`config.mk`:
```
export PLATFORM = sky130hd
export DESIGN_NAME = dly_cal_sched
export DESIGN_NICKNAME = d
export VERILOG_FILES = /design/src/rtl/dly_cal_sched.sv
export SDC_FILE = /design/constraint.sdc
export NUM_CORES = 1
export LEC_CHECK = 0
export BUFFER_PORTS_ARGS = -buffer_cell sky130_fd_sc_hd__buf_2
export CORE_MARGIN = 3
export CORE_UTILIZATION = 50
export CTS_BUF_LIST = sky130_fd_sc_hd__clkbuf_4
export DETAILED_ROUTE_END_ITERATION = 8
export PLACE_DENSITY = 0.72
export SYNTH_ARGS = -nofsm -noshare
export SYNTH_HDL_FRONTEND = slang
export SYNTH_SLANG_ARGS = --single-unit
export TNS_END_PERCENT = 100
```
`constraint.sdc`:
```
create_clock -name Clock -period 5.8 [get_ports Clock]
set_input_delay 0.29 -clock Clock [delete_from_list [all_inputs] [get_ports Clock]]
set_output_delay 0.29 -clock Clock [all_outputs]
set_load 0.005 [all_outputs]
```
`src/rtl/dly_cal_sched.sv`:
```
`timescale 1ns/1ps
// Round-robin delay-calibration scheduler: measures a lane's full-period tap count,
// scales it by the lane phase and writes the slave tap when the lane is idle.
// Optional TPRD reuse cache is enabled with `define DLY_CAL_CACHE_EN.
module dly_cal_sched #(
  parameter logic [11:0] TIMEOUT   = 12'd4000,
  parameter logic [15:0] CACHE_AGE = 16'd1024
) (
  input  logic       Clock,
  input  logic       Reset,
  input  logic [3:0] Req,
  input  logic [7:0] Phase,
  input  logic [3:0] LaneBusy,
  output logic       MeasStart,
  input  logic       MeasDone,
  input  logic [7:0] MeasTPRD,
  output logic [3:0] Gnt,
  output logic [3:0] TapWr,
  output logic [7:0] TapVal,
  output logic [3:0] ToutErr,
  output logic [2:0] SchedState
);

  typedef enum logic [2:0] {
    S_IDLE  = 3'd0,
    S_START = 3'd1,
    S_WAIT  = 3'd2,
    S_CALC  = 3'd3,
    S_APPLY = 3'd4
  } state_t;

  state_t      r_state;
  logic [1:0]  r_ptr;
  logic [1:0]  r_lane;
  logic [11:0] r_cnt;
  logic [7:0]  r_tprd;
  logic [7:0]  r_tap;
  logic        r_mstart;
  logic [3:0]  r_gnt;
  logic [3:0]  r_tapwr;
  logic [7:0]  r_tapval;
  logic [3:0]  r_tout;
`ifdef DLY_CAL_CACHE_EN
  logic        r_cache_vld;
  logic [7:0]  r_cache_tprd;
  logic [15:0] r_age;
  logic        r_use_cache;
`endif

  logic       w_any;
  logic [1:0] w_win;
  logic [1:0] w_phase;
  logic [9:0] w_prod;
  logic [7:0] w_tap_raw;
  logic [7:0] w_tap;

  // Search starts one past the last winner so every requesting lane gets a turn.
  always_comb begin
    w_any = 1'b0;
    w_win = r_ptr;
    for (int i = 1; i <= 4; i++) begin
      if (!w_any && Req[2'(r_ptr + 2'(i))]) begin
        w_any = 1'b1;
        w_win = 2'(r_ptr + 2'(i));
      end
    end
  end

  // 255 * 4 = 1020 fits in 10 bits, so the shifted result is at most 255.
  always_comb begin
    w_phase   = Phase[2*r_lane +: 2];
    w_prod    = {2'b00, r_tprd} * ({8'd0, w_phase} + 10'd1);
    w_tap_raw = 8'(w_prod >> 2);
    w_tap     = (w_tap_raw == 8'd0) ? 8'd1 : w_tap_raw;
  end

  // NOTE: all state uses non-blocking assignments so every flop samples pre-edge values;
  // the cache store is a handful of flops, so it is reset like everything else.
  always_ff @(posedge Clock or posedge Reset) begin
    if (Reset) begin
      r_state  <= S_IDLE;
      r_ptr    <= 2'd3;
      r_lane   <= 2'd0;
      r_cnt    <= 12'd0;
      r_tprd   <= 8'd0;
      r_tap    <= 8'd0;
      r_mstart <= 1'b0;
      r_gnt    <= 4'd0;
      r_tapwr  <= 4'd0;
      r_tapval <= 8'd0;
      r_tout   <= 4'd0;
`ifdef DLY_CAL_CACHE_EN
      r_cache_vld  <= 1'b0;
      r_cache_tprd <= 8'd0;
      r_age        <= 16'd0;
      r_use_cache  <= 1'b0;
`endif
    end else begin
      r_mstart <= 1'b0;
      r_gnt    <= 4'd0;
      r_tapwr  <= 4'd0;
`ifdef DLY_CAL_CACHE_EN
      if (r_age != CACHE_AGE) r_age <= r_age + 16'd1;
      else                    r_cache_vld <= 1'b0;
`endif
      case (r_state)
        S_IDLE: begin
          if (w_any) begin
            r_lane  <= w_win;
            r_ptr   <= w_win;
            r_gnt   <= 4'b0001 << w_win;
            r_state <= S_START;
`ifdef DLY_CAL_CACHE_EN
            r_use_cache <= r_cache_vld;
            r_mstart    <= ~r_cache_vld;
`else
            r_mstart <= 1'b1;
`endif
          end
        end
        S_START: begin
`ifdef DLY_CAL_CACHE_EN
          if (r_use_cache) begin
            r_tprd  <= r_cache_tprd;
            r_state <= S_CALC;
          end else begin
            r_cnt   <= 12'd0;
            r_state <= S_WAIT;
          end
`else
          r_cnt   <= 12'd0;
          r_state <= S_WAIT;
`endif
        end
        S_WAIT: begin
          if (MeasDone) begin
            r_tprd  <= MeasTPRD;
            r_state <= S_CALC;
`ifdef DLY_CAL_CACHE_EN
            r_cache_vld  <= 1'b1;
            r_cache_tprd <= MeasTPRD;
            r_age        <= 16'd0;
`endif
          end else if (r_cnt == TIMEOUT - 12'd1) begin
            r_tout[r_lane] <= 1'b1;
            r_state        <= S_IDLE;
`ifdef DLY_CAL_CACHE_EN
            r_cache_vld <= 1'b0;
`endif
          end else begin
            r_cnt <= r_cnt + 12'd1;
          end
        end
        S_CALC: begin
          r_tap   <= w_tap;
          r_state <= S_APPLY;
        end
        S_APPLY: begin
          if (!LaneBusy[r_lane]) begin
            r_tapwr        <= 4'b0001 << r_lane;
            r_tapval       <= r_tap;
            r_tout[r_lane] <= 1'b0;
            r_state        <= S_IDLE;
          end
        end
        default: r_state <= S_IDLE;
      endcase
    end
  end

  assign MeasStart  = r_mstart;
  assign Gnt        = r_gnt;
  assign TapWr      = r_tapwr;
  assign TapVal     = r_tapval;
  assign ToutErr    = r_tout;
  assign SchedState = r_state;

endmodule

```
==> impl_metrics.tcl, run 1 <==
set metrics [dict create \
    gp_congestion 0.845 \
    p_leak_nw 1.68 \
    yosys-top-cells-area "dfrtp_1, mux2_2, fa_1" \
    detailedRoute.firstIterationViolations 97 \
    clock_latency_ps 380 \
    ctsResizeCount 0 \
    cts_made_buffers 5 \
    top_layer_used "met4" \
    cts.sink_count 56 \
    synth_edf_count 0 \
    avgSynthCellArea_um2 10.5 \
    slew_viol_final 0 \
    power_mw 1.87 \
    drt_first_pass_iters 4 \
    detail-route-antenna-nets 0 \
    max_cap_viol_count 0 \
    syn-instance-count 296 \
    place_worst_setup_slack_ps 1310 \
    startpoint_type "flop" \
    fp.dieH_um 84.8 \
    finClkSkew_ps 5.63 \
    grt_start_max_net_pins 57 \
    overflow 0 \
    vdd_drop_max_uv 236 \
    cts_buffer_depth 2 \
    max_freq_mhz 221 \
    dr_wl_met2_um 2520 \
    status "finished, final reports clean" \
    wl_per_cell_um 13.4 \
    die_w_um 84.8 \
    vias 2285 \
    max_stage_delay_ps 630 \
    fin_setup_tns_ps 0 \
    path_max_fanout 11 \
    syn_nets 340 \
    routed_via_density 5.43 \
    wl_met1_um 2750 \
    yosysTopAreaCell "dfrtp_1" \
    dpl_cell_area_mm2 0.00340 \
    finalCritPeriodShare_pct 77.9 \
    grt_pass1_wl_um 9850 \
    ys_seq_elements 56 \
    diodes 0 \
    ios 51 \
    portBuffers 50 \
    first_global_vias 2188 \
    cts-root-buf "clkbuf_4" \
    synth.yosys.seq_area_share_pct 45.2 \
    drive_gt1_share_pct 26.9 \
    hpwl_um 4320 \
    cts-htree-levels 2 \
    cpMaxStageDelayCell "dfrtp_1" \
    fin_crit_ps 4520 \
    crit_chain "mux2_2, o21ai_1, inv_1, ha_1, nand2_1, fa_1, inv_1, ha_1, inv_1, fa_1, xor2_1, or4bb_1, nor4b_1, a31o_2" \
    area_delta_synth_final_pct 11.4 \
    hold_slack_ps 70.3 \
    coreArea_mm2 0.00596 \
    critPathCaptureType "flop" \
    dr_wl_met3_um 276 \
    final_core_util_pct 58.1 \
    rsz0062_at_grt "no" \
    dieArea_mm2 0.00719 \
    hold_violations 0 \
    synth_cell_types 55 \
    yosysTopAreaCellShare_pct 43.5 \
    cts_tree "built" \
    hold_buffers 0 \
    crit_required_ps 6130 \
    final_cells 421 \
    antenna_found_initial 0 \
    crit_top_cell "inv_1" \
    ys.warnings.count 0 \
    hp-class "in -> async" \
    dp.cells 413 \
    stdcell_area_mm2 0.00346 \
    cts_setup_buffers 0 \
    drt_wl_total_um 5640 \
    synth-main-ff-cell "dfrtp_1" \
    floorplan.initialDensity_pct 52.1 \
    clk_pin_slew_ps 160 \
    critical_path_class "reg -> reg" \
    grt_use_total_pct 16.7 \
    slew_headroom_pct 54.4 \
    row_count 28 \
    setup_slack_ps 1280 \
    crit_arrival_ps 4850 \
    syn-cell-area_mm2 0.00311 \
    setup_viol 0 \
    worstMarginPinSlew_ps 679 \
    synthArstFlopShare_pct 100 \
    powerDensity_mw_per_mm2 539 \
    drc 0 \
    final_nets 389 \
]
-- worst max-delay path, delay by kind of cell (launching register included) --
kind,cells,cell delay (ps)
buffers and inverters,3,260
adders and majority gates,4,1490
muxes,1,390
and+or+nand+nor,3,930
AOI/OAI and AO/OA,2,610
xor gates and xnor gates,1,170
DFF,1,630
-- placed cells by master (no fill, tap or decap), types with 2 or more instances in the layout --
cell type  netlist  routed
nor2_1          20      20
and2_1           6       6
fa_1             7       7
a211oi_1         6       6
nor3b_1          5       5
nor3_1           5       5
nand2_1         33      33
nor4b_1          2       2
mux2_2          20      20
o21a_1           5       5
xor2_1           2       2
ha_1            10      10
and3_1           2       2
a211o_1          2       2
a2111oi_0        3       3
a21boi_0         2       2
clkbuf_4         0       5
nand3_1         11      11
buf_4            1       2
a21o_1           3       3
nand2b_1         4       4
mux4_2           2       2
xnor2_1         12      12
buf_2            0      50
dfrtp_1         54      54
o31ai_1          2       2
dfstp_2          2       2
mux2i_1          2       2
o21ai_0         10      10
a21oi_1          7       7
inv_1           21      20
a31oi_1          4       4
-- sequential cells by signal (all words and copies together), names as in the netlist, named ones only --
signal / flops
Gnt: 4
MeasStart: 1
SchedState: 3
TapVal: 8
TapWr: 4
r_cnt: 12
r_lane: 2
r_ptr: 2
r_tap: 8
r_tprd: 8
-- cell families after synthesis --
group                    Yosys count  synth area share [%]
XOR/XNOR                          14                  3.95
multiplexers                      24                  9.35
AO/OA/AOI/OAI                     51                  11.1
buffers and inverters             31                  4.59
adder cells (fa/ha/maj)           17                  8.54
AND/OR/NAND/NOR                  103                  17.3
flip-flops                        56                  45.2
-- area by class of cell --
class / count / area [um^2]
clock inverter: 3 / 22.5
multi-input combinational: 209 / 1560
sequential: 56 / 1400
clock buffer: 5 / 37.5
inverter: 21 / 78.8
tap: 75 / 93.8
fill: 517 / 2490
timing repair buffer: 52 / 265
-- cells in the mapped netlist, drive strengths merged, types with 2 or more instances --
master   number
inv          21
buf           6
mux2         20
xor2          2
a211oi        6
a21boi        2
or3b          2
fa            7
a31oi         4
nor4b         2
mux2i         2
o21ai        11
nand2b        4
ha           10
nor3b         5
clkbuf        4
and3          3
a21oi         8
nand2        33
nor2         21
a21o          3
nand3        11
mux4          2
and4          2
o31ai         2
o21a          5
dfstp         2
nor3          5
and2          6
xnor2        12
a2111oi       3
nor4          2
dfrtp        54
a211o         2
-- routing by layer --
layer,up-vias,global-route usage (%)
met5,-,0
met3,7,3.69
li1,1135,-
met1,1086,23.4
met4,0,5.18
met2,57,26.3
-- path summary, 6_finish.rpt --
kind                        startpoint   endpoint  slack [ps]  cells past startpoint
max                          r_lane[0]   r_tap[0]        1280                     14
min                              Reset  r_tprd[1]          70                      3
max reg2reg                  r_lane[0]   r_tap[0]        1280                     14
min reg2reg                   r_tap[7]   r_tap[7]         510                      2
max in group asynchronous        Reset   r_tap[5]        5290                      3
min in group Clock         MeasTPRD[3]  r_tprd[3]         130                      2
-- report_power, final --
group / switching [mW] / internal (mW) / total, mW
Combinational: 0.558 / 0.486 / 1.04
Sequential: 0.119 / 0.529 / 0.648
Clock: 0.125 / 0.0493 / 0.174
Total: 0.802 / 1.07 / 1.87
No activity file was read; power rests on OpenSTA's default activity.
==> run 2: changes to the inputs <==
==> constraint.sdc (replaced) <==
create_clock -name Clock -period 4.7 [get_ports Clock]
set_input_delay 0.235 -clock Clock [delete_from_list [all_inputs] [get_ports Clock]]
set_output_delay 0.235 -clock Clock [all_outputs]
set_load 0.005 [all_outputs]
==> impl_metrics.tcl, run 2 (synthesis results as in run 1) <==
set metrics [dict create \
    path_buf_inv 4 \
    ctsResizeCount 0 \
    hold_violations 0 \
    regMostFlops "r_cnt" \
    routed_via_density 5.48 \
    intPower_mw 1.33 \
    final_common_cell "dfrtp_1" \
    clk_pin_slew_ps 160 \
    die_w_um 84.8 \
    powerDensity_mw_per_mm2 673 \
    vias 2314 \
    place_worst_setup_slack_ps 419 \
    crit_arrival_ps 4680 \
    hp-class "in -> async" \
    crit_chain "mux2_2, o21ai_1, buf_4, inv_1, ha_1, nand2_1, fa_1, inv_1, ha_1, inv_1, fa_1, xor2_1, or4bb_1, nor4b_1, a31o_2" \
    drt_wl_total_um 5930 \
    first_global_vias 2281 \
    drive_gt1_share_pct 27.1 \
    critical_path_class "reg -> reg" \
    p_sw_mw 1.01 \
    grt_pass1_wl_um 10400 \
    finalCritPeriodShare_pct 92.5 \
    dieArea_mm2 0.00719 \
    grt_use_total_pct 17.7 \
    drt_first_pass_iters 4 \
    cts.sink_count 56 \
    hold_slack_ps 6.93 \
    max_freq_mhz 230 \
    floorplan.initialDensity_pct 52.1 \
    diodes 0 \
    largest_reg_flops 12 \
    slew_viol_final 0 \
    row_count 28 \
    setup_slack_ps 354 \
    max_stage_delay_ps 620 \
    pwr-share-seq_pct 34.6 \
    vdd_drop_max_uv 337 \
    cts-htree-levels 2 \
    gp_congestion 0.847 \
    hold_buffers 0 \
    critPathTopFamily "adder cells" \
    status "finished, final reports clean" \
    cts_buffer_depth 2 \
    startpoint_type "flop" \
    cts-root-buf "clkbuf_4" \
    clock_latency_ps 380 \
    p_leak_nw 1.68 \
    grt_start_max_net_pins 57 \
    dp.cells 414 \
    ios 51 \
    crit_required_ps 5030 \
    cts_made_buffers 5 \
    hpwl_um 4530 \
    critPathCaptureType "flop" \
    setup_viol 0 \
    detail-route-antenna-nets 0 \
    nFillCells 524 \
    cts_tree "built" \
    portBuffers 50 \
    final_nets 390 \
    coreArea_mm2 0.00596 \
    wl_per_cell_um 14.1 \
    drc 0 \
    fp.dieH_um 84.8 \
    pwr-share-clk_pct 9.4 \
    fin_crit_ps 4350 \
    p_sw_share_pct 43.1 \
    worstMarginPinSlew_ps 717 \
    finClkSkew_ps 9.76 \
    antenna_found_initial 0 \
    overflow 0 \
    cts_setup_buffers 0 \
    final_cells 422 \
    path_max_fanout 11 \
    final_cell_mix "dfrtp_1, buf_2, nand2_1" \
    cpMaxStageDelayCell "dfrtp_1" \
    regArea_mm2 0.00140 \
    slew_headroom_pct 51.8 \
    crit_top_cell "inv_1" \
    detailedRoute.firstIterationViolations 109 \
    p_comb_share_pct 56.1 \
    fin_setup_tns_ps 0 \
    rsz0062_at_grt "no" \
    multi_input_area_mm2 0.00156 \
    area_delta_synth_final_pct 11.7 \
    max_cap_viol_count 0 \
    rrSetupSlack_ps 350 \
]
run 2: cell types whose count changed in the layout (fill, tap and decap cells not counted):
cell	before	now
clkbuf_4	5	6
clkinvlp_4	0	1
inv_6	1	0
buf_4	2	3
clkinv_2	1	0
run 2: cell type report:
cell class	instances	share of cell area, %
Inverter	21	2.27
Multi-Input combinational cell	209	44.9
Timing Repair Buffer	53	7.86
Tap cell	75	2.70
Sequential cell	56	40.5
Clock buffer	6	1.30
Clock inverter	2	0.469
run 2: worst paths after layout:
check / from / to / cells after the start
max: r_lane[0] / r_tap[0] / 15
min: Reset / r_tprd[0] / 3
max reg2reg: r_lane[0] / r_tap[0] / 15
min reg2reg: r_tap[1] / r_tap[1] / 2
max in group asynchronous: Reset / r_tap[4] / 3
min in group Clock: MeasTPRD[3] / r_tprd[3] / 2
run 2: metrics by stage:
stage               util, %  area (um^2)  total power [mW]
floorplan                 -         3110              1.81
global placement       57.2         3410              2.08
detailed placement     57.2         3410              2.14
CTS                    58.3         3470              2.36
global route           58.3         3470              2.59
finish                 58.3         3470              2.33
run 2: layer usage:
layer / wire [um] / global-route usage (%) / vias to the layer above
met5: 0 / 0 / -
met4: 89 / 4.75 / 0
met3: 346 / 3.40 / 8
met2: 2690 / 28.5 / 64
met1: 2800 / 24.7 / 1108
li1: - / - / 1134
run 2: worst register-to-register path, stage by stage (launching register included):
cell and delay [ps]:
dfrtp_1 620, mux2_2 380, o21ai_1 120, buf_4 160, inv_1 60, ha_1 380
nand2_1 130, fa_1 450, inv_1 70, ha_1 200, inv_1 80, fa_1 440
xor2_1 200, or4bb_1 510, nor4b_1 320, a31o_2 190
run 2: power groups by stage:
stage	logic (mW)	clock network (mW)	registers [mW]
global route	1.50	0.249	0.835
floorplan	1.05	0	0.758
CTS	1.33	0.227	0.809
detailed placement	1.32	0	0.821
finish	1.31	0.219	0.807
global placement	1.27	0	0.809
==> run 3: changes to the inputs <==
==> constraint.sdc (replaced) <==
create_clock -name Clock -period 5 [get_ports Clock]
set_input_delay 0.25 -clock Clock [delete_from_list [all_inputs] [get_ports Clock]]
set_output_delay 0.25 -clock Clock [all_outputs]
set_load 0.005 [all_outputs]
==> impl_metrics.tcl, run 3 (synthesis results as in run 1) <==
set metrics [dict create \
    cts_made_buffers 5 \
    pwr-share-seq_pct 34.7 \
    portBuffers 50 \
    detailedRoute.firstIterationViolations 98 \
    drt_wl_total_um 5790 \
    cts-htree-levels 2 \
    crit_required_ps 5330 \
    rsz0062_at_grt "no" \
    overflow 0 \
    pwr-share-clk_pct 9.3 \
    critPathTopFamily "adder cells" \
    crit_chain "mux2_2, o21ai_1, inv_1, ha_1, nand2_1, fa_1, inv_1, ha_1, inv_1, fa_1, xor2_1, or4bb_1, nor4b_1, a31o_2" \
    setup_viol 0 \
    nFillCells 517 \
    detail-route-antenna-nets 0 \
    final_common_cell "dfrtp_1" \
    vias 2294 \
    cts_tree "built" \
    cts-root-buf "clkbuf_4" \
    max_stage_delay_ps 630 \
    crit_arrival_ps 4840 \
    vdd_drop_max_uv 364 \
    intPower_mw 1.24 \
    startpoint_type "flop" \
    powerDensity_mw_per_mm2 629 \
    crit_top_cell "inv_1" \
    worstMarginPinSlew_ps 735 \
    critPathCaptureType "flop" \
    clock_latency_ps 380 \
    fp.dieH_um 84.8 \
    drive_gt1_share_pct 26.9 \
    slew_headroom_pct 50.6 \
    final_cell_mix "dfrtp_1, buf_2, nand2_1" \
    hp-class "in -> async" \
    cpMaxStageDelayCell "dfrtp_1" \
    hold_slack_ps 13.0 \
    slew_viol_final 0 \
    fin_setup_tns_ps 0 \
    cp_num_cells 14 \
    fin_crit_ps 4510 \
    regMostFlops "r_cnt" \
    grt_start_max_net_pins 57 \
    drc 0 \
    area_delta_synth_final_pct 11.4 \
    grt_use_total_pct 17.1 \
    r2r_cells 14 \
    finClkSkew_ps 13.1 \
    p_comb_share_pct 56.0 \
    hpwl_um 4450 \
    clk_pin_slew_ps 170 \
    routed_via_density 5.45 \
    path_buf_inv 3 \
    gp_congestion 0.849 \
    power_mw 2.18 \
    hold_violations 0 \
    largest_reg_flops 12 \
    path_max_fanout 11 \
    antenna_found_initial 0 \
    ios 51 \
    p_leak_nw 1.68 \
    final_nets 389 \
    dieArea_mm2 0.00719 \
    grt_pass1_wl_um 10100 \
    cts.sink_count 56 \
    critical_path_class "reg -> reg" \
    drt_first_pass_iters 5 \
    floorplan.initialDensity_pct 52.1 \
    coreArea_mm2 0.00596 \
    row_count 28 \
    status "finished, final reports clean" \
    cts_setup_buffers 0 \
    diodes 0 \
    hold_buffers 0 \
    max_cap_viol_count 0 \
    cts_buffer_depth 2 \
    max_freq_mhz 222 \
    finalCritPeriodShare_pct 90.2 \
    p_sw_share_pct 43.2 \
    ctsResizeCount 0 \
    wl_per_cell_um 13.8 \
    p_sw_mw 0.939 \
    die_w_um 84.8 \
    first_global_vias 2188 \
]
==> run 3: path summary, 6_finish.rpt <==
| path | startpoint | end | slack, ps |
|---|---|---|---|
| max | r_lane[0] | r_tap[0] | 490 |
| min | Reset | r_cnt[10] | 10 |
| max reg2reg | r_lane[0] | r_tap[0] | 490 |
| min reg2reg | r_tap[1] | r_tap[1] | 500 |
| max in group asynchronous | Reset | TapVal[4] | 4520 |
| min in group Clock | MeasTPRD[1] | r_tprd[1] | 90 |
==> run 3: metal layers <==
layer	global-route usage (%)	wire length [um]
met1	23.9	2760
met2	26.3	2590
met3	4.66	361
met5	0	0
met4	5.47	85
==> run 3: power groups by stage <==
stage | Sequential, mW | Combinational [mW] | Clock, mW
floorplan | 0.713 | 0.986 | 0
global placement | 0.758 | 1.19 | 0
detailed placement | 0.766 | 1.23 | 0
CTS | 0.755 | 1.24 | 0.213
global route | 0.782 | 1.38 | 0.233
finish | 0.755 | 1.22 | 0.202
==> run 3: stage by stage <==
stage | std cells | area [um^2] | utilization (%) | setup WS [ps]
floorplan | 296 | 3110 | - | 1020
global placement | 413 | 3400 | 57.1 | 708
detailed placement | 413 | 3400 | 57.1 | 589
CTS | 421 | 3460 | 58.1 | 490
global route | 421 | 3460 | 58.1 | 115
finish | 421 | 3460 | 58.1 | 492
==> run 3: tightest hold or removal path, delay by kind of cell <==
family / cells / cell delay, ps
buf+inv: 3 / 660
==> run 3: cell type report <==
cell class / instances / area (um^2) / share of cell area (%)
Tap cell: 75 / 93.8 / 2.71
Sequential cell: 56 / 1400 / 40.6
Clock inverter: 3 / 21.3 / 0.615
Clock buffer: 5 / 37.5 / 1.08
Multi-Input combinational cell: 209 / 1560 / 45.1
Inverter: 21 / 78.8 / 2.28
Timing Repair Buffer: 52 / 265 / 7.67
